$ cat config.mk
export PLATFORM = sky130hd
export DESIGN_NAME = frame_line_fetcher
export DESIGN_NICKNAME = d
export VERILOG_FILES = /design/src/rtl/frame_line_fetcher_pkg.sv /design/src/rtl/fl_sync_fifo.sv /design/src/rtl/frame_line_fetcher.sv
export SDC_FILE = /design/constraint.sdc
export NUM_CORES = 2
export LEC_CHECK = 0
export ABC_AREA = 0
export CORE_MARGIN = 4
export CORE_UTILIZATION = 39
export DETAILED_ROUTE_END_ITERATION = 16
export SYNTH_ARGS = -nofsm -noshare
export SYNTH_HDL_FRONTEND = slang
export SYNTH_HIERARCHICAL = 1
export SYNTH_SLANG_ARGS = --single-unit
$ cat constraint.sdc
create_clock -name clk0 -period 14.28 [get_ports clk0]
set_input_delay 1.428 -clock clk0 [delete_from_list [all_inputs] [get_ports clk0]]
set_output_delay 1.428 -clock clk0 [all_outputs]
set_load 0.005 [all_outputs]
$ cat src/rtl/frame_line_fetcher_pkg.sv
// Shared definitions for the frame line fetcher: FSM encoding, address layout
// and transfer constants that must agree with the DDR2 manager.
package frame_line_fetcher_pkg;

  typedef enum logic [2:0] {
    ST_IDLE  = 3'd0,
    ST_CHECK = 3'd1,
    ST_REQ   = 3'd2,
    ST_DATA  = 3'd3,
    ST_DONE  = 3'd4
  } state_t;

  localparam int         ADDR_W            = 25;
  localparam int         BANK_W            = 2;
  localparam logic [9:0] DEF_XFR_LEN       = 10'h010;
  localparam int         DEF_WORDS_PER_XFR = 2;

  // Advance a burst address while leaving the bank field untouched.
  function automatic logic [ADDR_W-1:0] next_addr(input logic [ADDR_W-1:0] addr,
                                                  input logic [ADDR_W-1:0] step);
    logic [ADDR_W-1:0] sum;
    sum = addr + step;
    return {sum[ADDR_W-1:BANK_W], addr[BANK_W-1:0]};
  endfunction

endpackage

$ cat src/rtl/fl_sync_fifo.sv
// Single-clock FIFO with registered read data, word-count output and a
// synchronous flush; pointers carry an extra wrap bit.
module fl_sync_fifo #(
  parameter int DEPTH = 64,
  parameter int WIDTH = 32
) (
  input  logic                       clk,
  input  logic                       rst_n,
  input  logic                       flush,
  input  logic                       push,
  input  logic [WIDTH-1:0]           din,
  input  logic                       pop,
  output logic [WIDTH-1:0]           dout,
  output logic                       empty,
  output logic [$clog2(DEPTH):0]     level
);

  localparam int AW = $clog2(DEPTH);

  logic [WIDTH-1:0] mem [DEPTH];
  logic [AW:0]      wr_ptr;
  logic [AW:0]      rd_ptr;
  logic             do_push;
  logic             do_pop;

  assign level   = wr_ptr - rd_ptr;
  assign empty   = (wr_ptr == rd_ptr);
  // A full FIFO has exactly DEPTH words, i.e. only the top level bit set.
  assign do_push = push && !flush && !level[AW];
  assign do_pop  = pop && !flush && !empty;

  always_ff @(posedge clk) begin
    if (do_push) mem[wr_ptr[AW-1:0]] <= din;
  end

  always_ff @(posedge clk or negedge rst_n) begin
    if (!rst_n) begin
      wr_ptr <= '0;
      rd_ptr <= '0;
      dout   <= '0;
    end else if (flush) begin
      wr_ptr <= '0;
      rd_ptr <= '0;
    end else begin
      if (do_push) wr_ptr <= wr_ptr + 1'b1;
      if (do_pop) begin
        rd_ptr <= rd_ptr + 1'b1;
        dout   <= mem[rd_ptr[AW-1:0]];
      end
    end
  end

endmodule

$ cat src/rtl/frame_line_fetcher.sv
// Walks a DDR2 frame with burst reads and buffers the returned words for the
// pixel pipeline, requesting a new burst whenever a whole one will fit.
module frame_line_fetcher
  import frame_line_fetcher_pkg::*;
#(
  parameter int          FIFO_DEPTH     = 64,
  parameter logic [9:0]  XFR_LEN        = DEF_XFR_LEN,
  parameter int          WORDS_PER_XFR  = DEF_WORDS_PER_XFR,
  parameter logic [15:0] REQS_PER_FRAME = 16'd600
) (
  input  logic                            clk0,
  input  logic                            rst0_n,
  input  logic [ADDR_W-1:0]               frame_base,
  input  logic                            frame_start,
  input  logic                            enable,
  output logic                            rd_mem_req,
  output logic [ADDR_W-1:0]               rd_mem_addr,
  output logic [9:0]                      rd_xfr_len,
  input  logic                            rd_mem_grant,
  input  logic [31:0]                     rd_data,
  input  logic                            rd_data_valid,
  input  logic                            pix_rd_en,
  output logic [31:0]                     pix_data,
  output logic                            pix_empty,
  output logic                            frame_done,
  output logic                            underflow,
  output logic [$clog2(FIFO_DEPTH):0]     fifo_level
);

  localparam int                    BURST_WORDS = int'(XFR_LEN) * WORDS_PER_XFR;
  localparam int                    LVL_W       = $clog2(FIFO_DEPTH) + 1;
  localparam int                    WC_W        = $clog2(BURST_WORDS);
  localparam logic [ADDR_W-1:0]     ADDR_STEP   = {15'd0, XFR_LEN} << 3;
  localparam logic [LVL_W-1:0]      MAX_LEVEL   = LVL_W'(FIFO_DEPTH - BURST_WORDS);
  localparam logic [WC_W-1:0]       LAST_WORD   = WC_W'(BURST_WORDS - 1);

  state_t            state_reg, state_next;
  logic [ADDR_W-1:0] addr_reg, addr_next;
  logic [ADDR_W-1:0] pend_base_reg, pend_base_next;
  logic              req_reg, req_next;
  logic              pending_reg, pending_next;
  logic              underflow_reg, underflow_next;
  logic [15:0]       req_cnt_reg, req_cnt_next;
  logic [WC_W-1:0]   word_cnt_reg, word_cnt_next;
  logic              fifo_push;
  logic              fifo_flush;
  logic              restart;

  fl_sync_fifo #(
    .DEPTH (FIFO_DEPTH),
    .WIDTH (32)
  ) u_fifo (
    .clk   (clk0),
    .rst_n (rst0_n),
    .flush (fifo_flush),
    .push  (fifo_push),
    .din   (rd_data),
    .pop   (pix_rd_en),
    .dout  (pix_data),
    .empty (pix_empty),
    .level (fifo_level)
  );

  always_ff @(posedge clk0 or negedge rst0_n) begin
    if (!rst0_n) begin
      state_reg     <= ST_IDLE;
      addr_reg      <= '0;
      pend_base_reg <= '0;
      req_reg       <= 1'b0;
      pending_reg   <= 1'b0;
      underflow_reg <= 1'b0;
      req_cnt_reg   <= '0;
      word_cnt_reg  <= '0;
    end else begin
      state_reg     <= state_next;
      addr_reg      <= addr_next;
      pend_base_reg <= pend_base_next;
      req_reg       <= req_next;
      pending_reg   <= pending_next;
      underflow_reg <= underflow_next;
      req_cnt_reg   <= req_cnt_next;
      word_cnt_reg  <= word_cnt_next;
    end
  end

  // A restart requested mid-burst takes effect once the burst has drained.
  assign restart = pending_reg || frame_start;

  always_comb begin
    state_next     = state_reg;
    addr_next      = addr_reg;
    pend_base_next = pend_base_reg;
    req_next       = req_reg;
    pending_next   = pending_reg;
    req_cnt_next   = req_cnt_reg;
    word_cnt_next  = word_cnt_reg;
    fifo_push      = 1'b0;
    fifo_flush     = 1'b0;
    underflow_next = (frame_start ? 1'b0 : underflow_reg) | (pix_rd_en & pix_empty);

    if (frame_start && state_reg != ST_DATA) begin
      addr_next    = frame_base;
      req_cnt_next = '0;
      req_next     = 1'b0;
      fifo_flush   = 1'b1;
      state_next   = ST_CHECK;
    end else begin
      case (state_reg)
        ST_IDLE: state_next = ST_IDLE;
        ST_CHECK: begin
          if (req_cnt_reg == REQS_PER_FRAME) begin
            state_next = ST_DONE;
          end else if (enable && fifo_level <= MAX_LEVEL) begin
            req_next   = 1'b1;
            state_next = ST_REQ;
          end
        end
        ST_REQ: begin
          if (rd_mem_grant) begin
            req_next      = 1'b0;
            word_cnt_next = '0;
            state_next    = ST_DATA;
          end
        end
        ST_DATA: begin
          if (frame_start) begin
            pending_next   = 1'b1;
            pend_base_next = frame_base;
          end
          if (rd_data_valid) begin
            fifo_push     = !restart;
            word_cnt_next = word_cnt_reg + 1'b1;
            if (word_cnt_reg == LAST_WORD) begin
              if (restart) begin
                fifo_flush   = 1'b1;
                addr_next    = frame_start ? frame_base : pend_base_reg;
                req_cnt_next = '0;
                pending_next = 1'b0;
              end else begin
                addr_next    = next_addr(addr_reg, ADDR_STEP);
                req_cnt_next = req_cnt_reg + 16'd1;
              end
              state_next = ST_CHECK;
            end
          end
        end
        ST_DONE: state_next = ST_IDLE;
        default: state_next = ST_IDLE;
      endcase
    end
  end

  assign rd_mem_req  = req_reg;
  assign rd_mem_addr = addr_reg;
  assign rd_xfr_len  = XFR_LEN;
  assign frame_done  = (state_reg == ST_DONE);
  assign underflow   = underflow_reg;

`ifndef SYNTHESIS
  // The manager must only return data while a granted burst is outstanding.
  a_valid_in_data: assert property (@(posedge clk0) disable iff (!rst0_n)
    rd_data_valid |-> state_reg == ST_DATA);
`endif

endmodule

# Word-level counts from Yosys, hierarchy flattened
# Memories as Yosys holds them, arrays and structs flattened. A register that Yosys moved wholly into a read port is not among the register bits.
# Index checks and enable logic that the tools add are counted.
[classes] n_lt_le_gt_ge=1 eq_ne=16 mux=45 n_bitwise=4 reduce_logical=27 add_sub_neg=6
[ops] op="two-way mux 25 bit" count=6
[ops] op="two-way mux 16 bit" count=5
[ops] op="two-way mux 7 bit" count=4
[ops] op="adder 25 x 8 -> 25 bit, second input constant" count=1
[ops] op="two-way mux 1 bit" count=19
[ops] op="two-way mux 3 bit" count=6
[ops] op="adder 16 x 1 -> 16 bit, second input constant" count=1
[ops] op="equality test 16 x 10 -> 1 bit, second input constant" count=1
[ops] op="AND reduction 4 bit" count=4
[ops] op="!= test 3 bit, second input constant" count=5
[ops] op="adder 7 x 1 -> 7 bit, second input constant" count=2
[ops] op="nonzero test 2 bit" count=7
[ops] op="two-way mux 5 bit" count=2
[ops] op="one-hot mux 5 bit (2 select lines)" count=1
[ops] op="one-hot mux 3 bit (3 select lines)" count=1
[ops] op="equality test 7 bit" count=1
[ops] op="<= comparator 7 x 6 -> 1 bit, second input constant" count=1
[ops] op="subtractor 7 bit" count=1
[ops] op="equality test 3 x 2 -> 1 bit, second input constant" count=2
[ops] op="logical AND 1 bit" count=6
[ops] op="adder 5 x 1 -> 5 bit, second input constant" count=1
[ops] op="equality test 5 bit, second input constant" count=1
[ops] op="logical NOT 1 bit" count=5
[ops] op="!= test 2 bit, second input constant" count=2
[ops] op="other kinds (12)" count=14
[totals] mem_count=1 input_bits=64 ramBits=2048 reg_bits=91 elab_cells=111 output_inout_bits=78
[memory_table] memory="u_fifo.mem" depth=64 width=32 rd=1 rd_clocked_by_memory_dff=1 wr=1 line_no="fl_sync_fifo.sv:20" text="logic [WIDTH-1:0] mem [DEPTH];"

# Depth between registers and ports, before layout
[depth] word_depth=11 depth_mapped=17 mapped_depth_nobuf=13

# Modules after synthesis
# The synthesis kept the hierarchy.
[by_module_without_submodules] mod="fl_sync_fifo" instances=1 area_per_inst_um2=80343.3 seq_area_each_um2=62650.1 cells_each=3707
[by_module_without_submodules] mod="frame_line_fetcher" instances=1 area_per_inst_um2=4232.8 seq_area_each_um2=1926.8 cells_each=428

# Worst setup path after synthesis
# No wires, ideal clock.
[synth_path] path_type="input to register" from="input port frame_start" to="memory u_fifo.mem[52][0], enable pin" path_slack_ps=7358 setup_time_ps=502 cell_stages=11 n_path_buf=5 arrival_time_ps=6420 required_time_ps=13778 cell_sequence="buf_2 nor2_2 nand3_2 o21ai_2 inv_1 buf_4 clkbuf_1 or2_2 buf_1 clkbuf_1 nor4_1"
[synth_between] elab_chain_len=11 elab_cells_between_ends=16 cone_classes="mux (10); reduce/logical (6)"
[synth_rtl] item="start, declared" line_no="frame_line_fetcher.sv:14" text="input logic frame_start,"
[synth_rtl] item="logical OR 1 bit" line_no="frame_line_fetcher.sv:87" text="assign restart = pending_reg || frame_start;"
[synth_rtl] item="two-way mux 1 bit" line_no="frame_line_fetcher.sv:134" text="if (restart) begin"
[synth_rtl] item="two-way mux 1 bit" line_no="frame_line_fetcher.sv:133" text="if (word_cnt_reg == LAST_WORD) begin"
[synth_rtl] item="two-way mux 1 bit" line_no="frame_line_fetcher.sv:130" text="if (rd_data_valid) begin"
[synth_rtl] item="two-way mux 1 bit" line_no="frame_line_fetcher.sv:108" text="case (state_reg)"
[synth_rtl] item="two-way mux 1 bit (*)" line_no="frame_line_fetcher.sv:101" text="if (frame_start && state_reg != ST_DATA) begin"
[synth_rtl] item="via fifo_flush" line_no="frame_line_fetcher.sv:46" text="logic fifo_flush;"
[synth_rtl] item="logical NOT 1 bit (*)" line_no="fl_sync_fifo.sv:29" text="assign do_push = push && !flush && !level[AW];"
[synth_rtl] item="logical AND 1 bit (*) (2 in series)" line_no="fl_sync_fifo.sv:29"
[synth_rtl] item="two-way mux 1 bit (*)" line_no="fl_sync_fifo.sv:33" text="if (do_push) mem[wr_ptr[AW-1:0]] <= din;"
[synth_rtl] item="two-way mux 1 bit (not written as such) (*)" line_no="fl_sync_fifo.sv:33"
[synth_rtl] item="end, declared" line_no="fl_sync_fifo.sv:20"
# The timed path passes the listed nets; every way through them passes the cells marked *.

# Final worst setup path
[layout_path] from="register u_fifo.rd_ptr[2]" to="output port fifo_level[6]"
[layout_between] elab_chain_len=1
[layout_rtl] item="start, declared" line_no="fl_sync_fifo.sv:22" text="logic [AW:0] rd_ptr;"
[layout_rtl] item="start signal, assigned" line_no="fl_sync_fifo.sv:47" text="rd_ptr <= rd_ptr + 1'b1;"
[layout_rtl] item="subtractor 7 bit" line_no="fl_sync_fifo.sv:26" text="assign level = wr_ptr - rd_ptr;"
[layout_rtl] item="end, declared" line_no="frame_line_fetcher.sv:27" text="output logic [$clog2(FIFO_DEPTH):0] fifo_level"
# No other way between the ends.

==> results.yml <==
sta:
  worstMarginPinSlew_ns: 1.28
  max_freq_mhz: 177
  slew_headroom: 0.148
  fin_ws_ns: 8.62
  tns_ns: 0
  clock_skew_ns: 0.0355
  report.final.slew_viol_count: 0
  setup_violations: 0
  finalCritPeriodShare: 0.396
  layout_min_cycle_time_ns: 5.66
  rsz0062_at_grt: "false"
  finalHoldViolations: 0
cells_and_area:
  final_cells: 7419
  largest_reg_flops: 2048
  post-route-cell-area_sq_um: 96300
  drive_gt1_frac: 0.234
  num-nets-final: 4478
  synthToLayoutAreaGrowth_pct: 13.8
  fillers: 18200
floorplanning:
  die_h_um: 474
  fp.dieArea_sq_um: 224000
  fp-row-count: 170
  start_util: 0.393
  core_sq_um: 215000
  die_x_um: 474
  ios: 142
power_and_ir_drop:
  clock_power_share: 0.371
  sw_frac_of_total: 0.242
  p_per_area_nw_per_um2: 149
  max-vdd-ir-drop_uv: 133
  p_leak_nw: 29.7
  pwr-share-comb: 0.120
  internal-power_mw: 10.9
  switchingPower_mw: 3.48
  p_seq_frac: 0.510
synthesis:
  yosys_warnings: 6
  synth_cell_type_count: 73
  synthAdderAreaFrac: 0.00216
  yosysSeqAreaShare: 0.764
  muxShareOfSynthArea: 0.147
  yosys.area_share.simple: 0.0301
  synth_common_cells: "2048 x edfxtp_1, 448 x mux4_2, 205 x nand2_1, 196 x mux2i_1, 123 x dfrtp_1"
  synth_edf_count: 2048
  synth.most_common_cell: "edfxtp_1"
  synth_top_family_by_area: "multiplexers"
  synth_top_area_share: 0.727
  syn_area_sq_um: 84600
  synth-xor-area-share: 0.00321
  yosysTopAreaCell: "edfxtp_1"
  avgSynthCellArea_sq_um: 20.5
  postSynthCellCount: 4135
  synth-compound-area-share: 0.0370
  ys_ff_latch: 2171
  synthArstFlopShare: 0.0567
  synth_area_leaders: "edfxtp_1 73%, mux4_2 12%, dfrtp_1 3.6%"
  synth_ff_type: "edfxtp_1"
cts:
  cts_sinks: 2171
  cts_made_buffers: 210
  h-tree-depth: 4
  cts_hold_buf: 0
  clk_pin_slew_ns: 0.06
  cts_tree: "done"
  cts-root-buf: "clkbuf_16"
  cts_resized: 0
  cts_buffer_depth: 3
  clk_latency_ns: 0.85
  post_cts_buffers: 0
routing:
  drtIter0Drc: 4739
  drc: 0
  antenna_left: 0
  first_pass_iters: 6
  routedWlPerCell_um: 30.8
  vias: 43300
  routed_wl_um: 228000
  vias_per_cell: 5.84
min_path:
  min_path_type: "flop to flop"
worst_setup_path:
  cp-start-kind: "flop"
  path_class: "flop to primary output"
  end_kind: "primary output"
  path_max_fanout: 37
  critPathArrivalTime_ns: 4.23
  cp_data_required_time_ns: 12.85
global_routing:
  grt_pass1_wl_um: 325000
  grt_max_degree: 109
  grt_util_all_layers: 0.202
  antenna_found_initial: 18
  first_global_vias: 43300
  overflow: 0
placement:
  placed_area_sq_um: 89800
  pre_cts_slack_ns: 8.08
  dp_hpwl_um: 134000
  place_congestion: 0.819
  placedCellCount: 7026
  io_buffers: 131
status:
  status: "completed"
job:
  cap_viol_max_count: 0
## power groups by stage
stage                     Combinational [mW]  Clock (mW)  Sequential [mW]
after floorplan                         1.14           0             7.30
after global placement                  1.74           0             7.46
after detailed placement                1.75           0             7.46
after CTS                               1.76        5.41             7.32
after global routing                    1.85        5.68             7.33
final                                   1.72        5.31             7.31
## kinds of logic (layout without fill, tap and decap cells)
group / count (synthesis) / count (layout)
AOI/OAI and AO/OA: 447 / 447
muxes: 676 / 676
adders and majority gates: 14 / 14
buffers and inverters: 270 / 704
and+or+nand+nor: 524 / 524
xor gates and xnor gates: 31 / 31
other: 2 / 14
DFF: 2171 / 2171
## final cells by class
class / count / area [sq um] / area share
timing repair buffer: 298 / 2470 / 0.0257
antenna: 4 / 10.0 / 0.000104
sequential: 2171 / 64600 / 0.671
multi-input combinational: 1702 / 19100 / 0.198
clock inverter: 120 / 907 / 0.00942
tap: 2838 / 3550 / 0.0369
inverter: 17 / 68.8 / 0.000715
clock buffer: 269 / 5610 / 0.0583
## path summary, 6_finish.rpt
| kind | start | endpoint | slack, ns | cells after the start |
|---|---|---|---|---|
| worst min register to register | rd_mem_addr[2] | rd_mem_addr[2] | 0.48 | 2 |
| max in group asynchronous | rst0_n | rd_mem_addr[3] | 12.33 | 2 |
| worst min-delay path | rd_mem_addr[2] | rd_mem_addr[2] | 0.48 | 2 |
| worst max register to register | u_fifo/rd_ptr[0] | u_fifo/dout[27] | 9.09 | 7 |
| min in group asynchronous | rst0_n | u_fifo/wr_ptr[2] | 0.53 | 1 |
| worst max-delay path | u_fifo/rd_ptr[2] | fifo_level[6] | 8.62 | 8 |
## cells in the final DEF (no fill, tap or decap), types with 17 or more instances in the layout
| cell type | instances |
|---|---|
| edfxtp_1 | 2048 |
| mux4_2 | 448 |
| clkbuf_16 | 214 |
| nand2_1 | 204 |
| mux2i_1 | 195 |
| buf_4 | 163 |
| dfrtp_1 | 118 |
| clkdlybuf4s50_1 | 98 |
| a21oi_1 | 82 |
| o22ai_1 | 76 |
| nor2_1 | 69 |
| nor4_2 | 63 |
| nand3_1 | 59 |
| o21ai_0 | 51 |
| clkbuf_1 | 50 |
| clkinv_2 | 49 |
| a22oi_1 | 46 |
| clkinv_1 | 44 |
| o221ai_1 | 37 |
| mux2_2 | 32 |
| a211oi_1 | 31 |
| buf_2 | 31 |
| a32oi_1 | 26 |
| a221oi_1 | 23 |
| nor3_1 | 21 |
| a221o_1 | 20 |
| xnor2_1 | 17 |
## critical path, cell delays in order, from the launching register on
cell	delay, ns
dfrtp_4	0.67
inv_6	0.50
ha_1	0.39
nor2b_1	0.15
o21ai_1	0.16
a21oi_1	0.13
o21ai_0	0.50
and2_1	0.33
clkdlybuf4s50_1	0.54
## routing by layer
metal | wire length, um | share of wire | GRT usage
met5 | 89 | 0.00039 | 0
met4 | 7980 | 0.035 | 0.0672
met3 | 16200 | 0.071 | 0.0339
met2 | 112000 | 0.49 | 0.331
met1 | 92300 | 0.40 | 0.275
## through the flow
step / power (mW) / utilization / hold slack [ns]
floorplan: 8.44 / - / 0.472
CTS: 14.5 / 0.447 / 0.476
finish: 14.3 / 0.447 / 0.484
global placement: 9.20 / 0.417 / 0.480
global route: 14.9 / 0.447 / 0.515
detailed placement: 9.21 / 0.417 / 0.478
(Power assumes the default switching activity.)
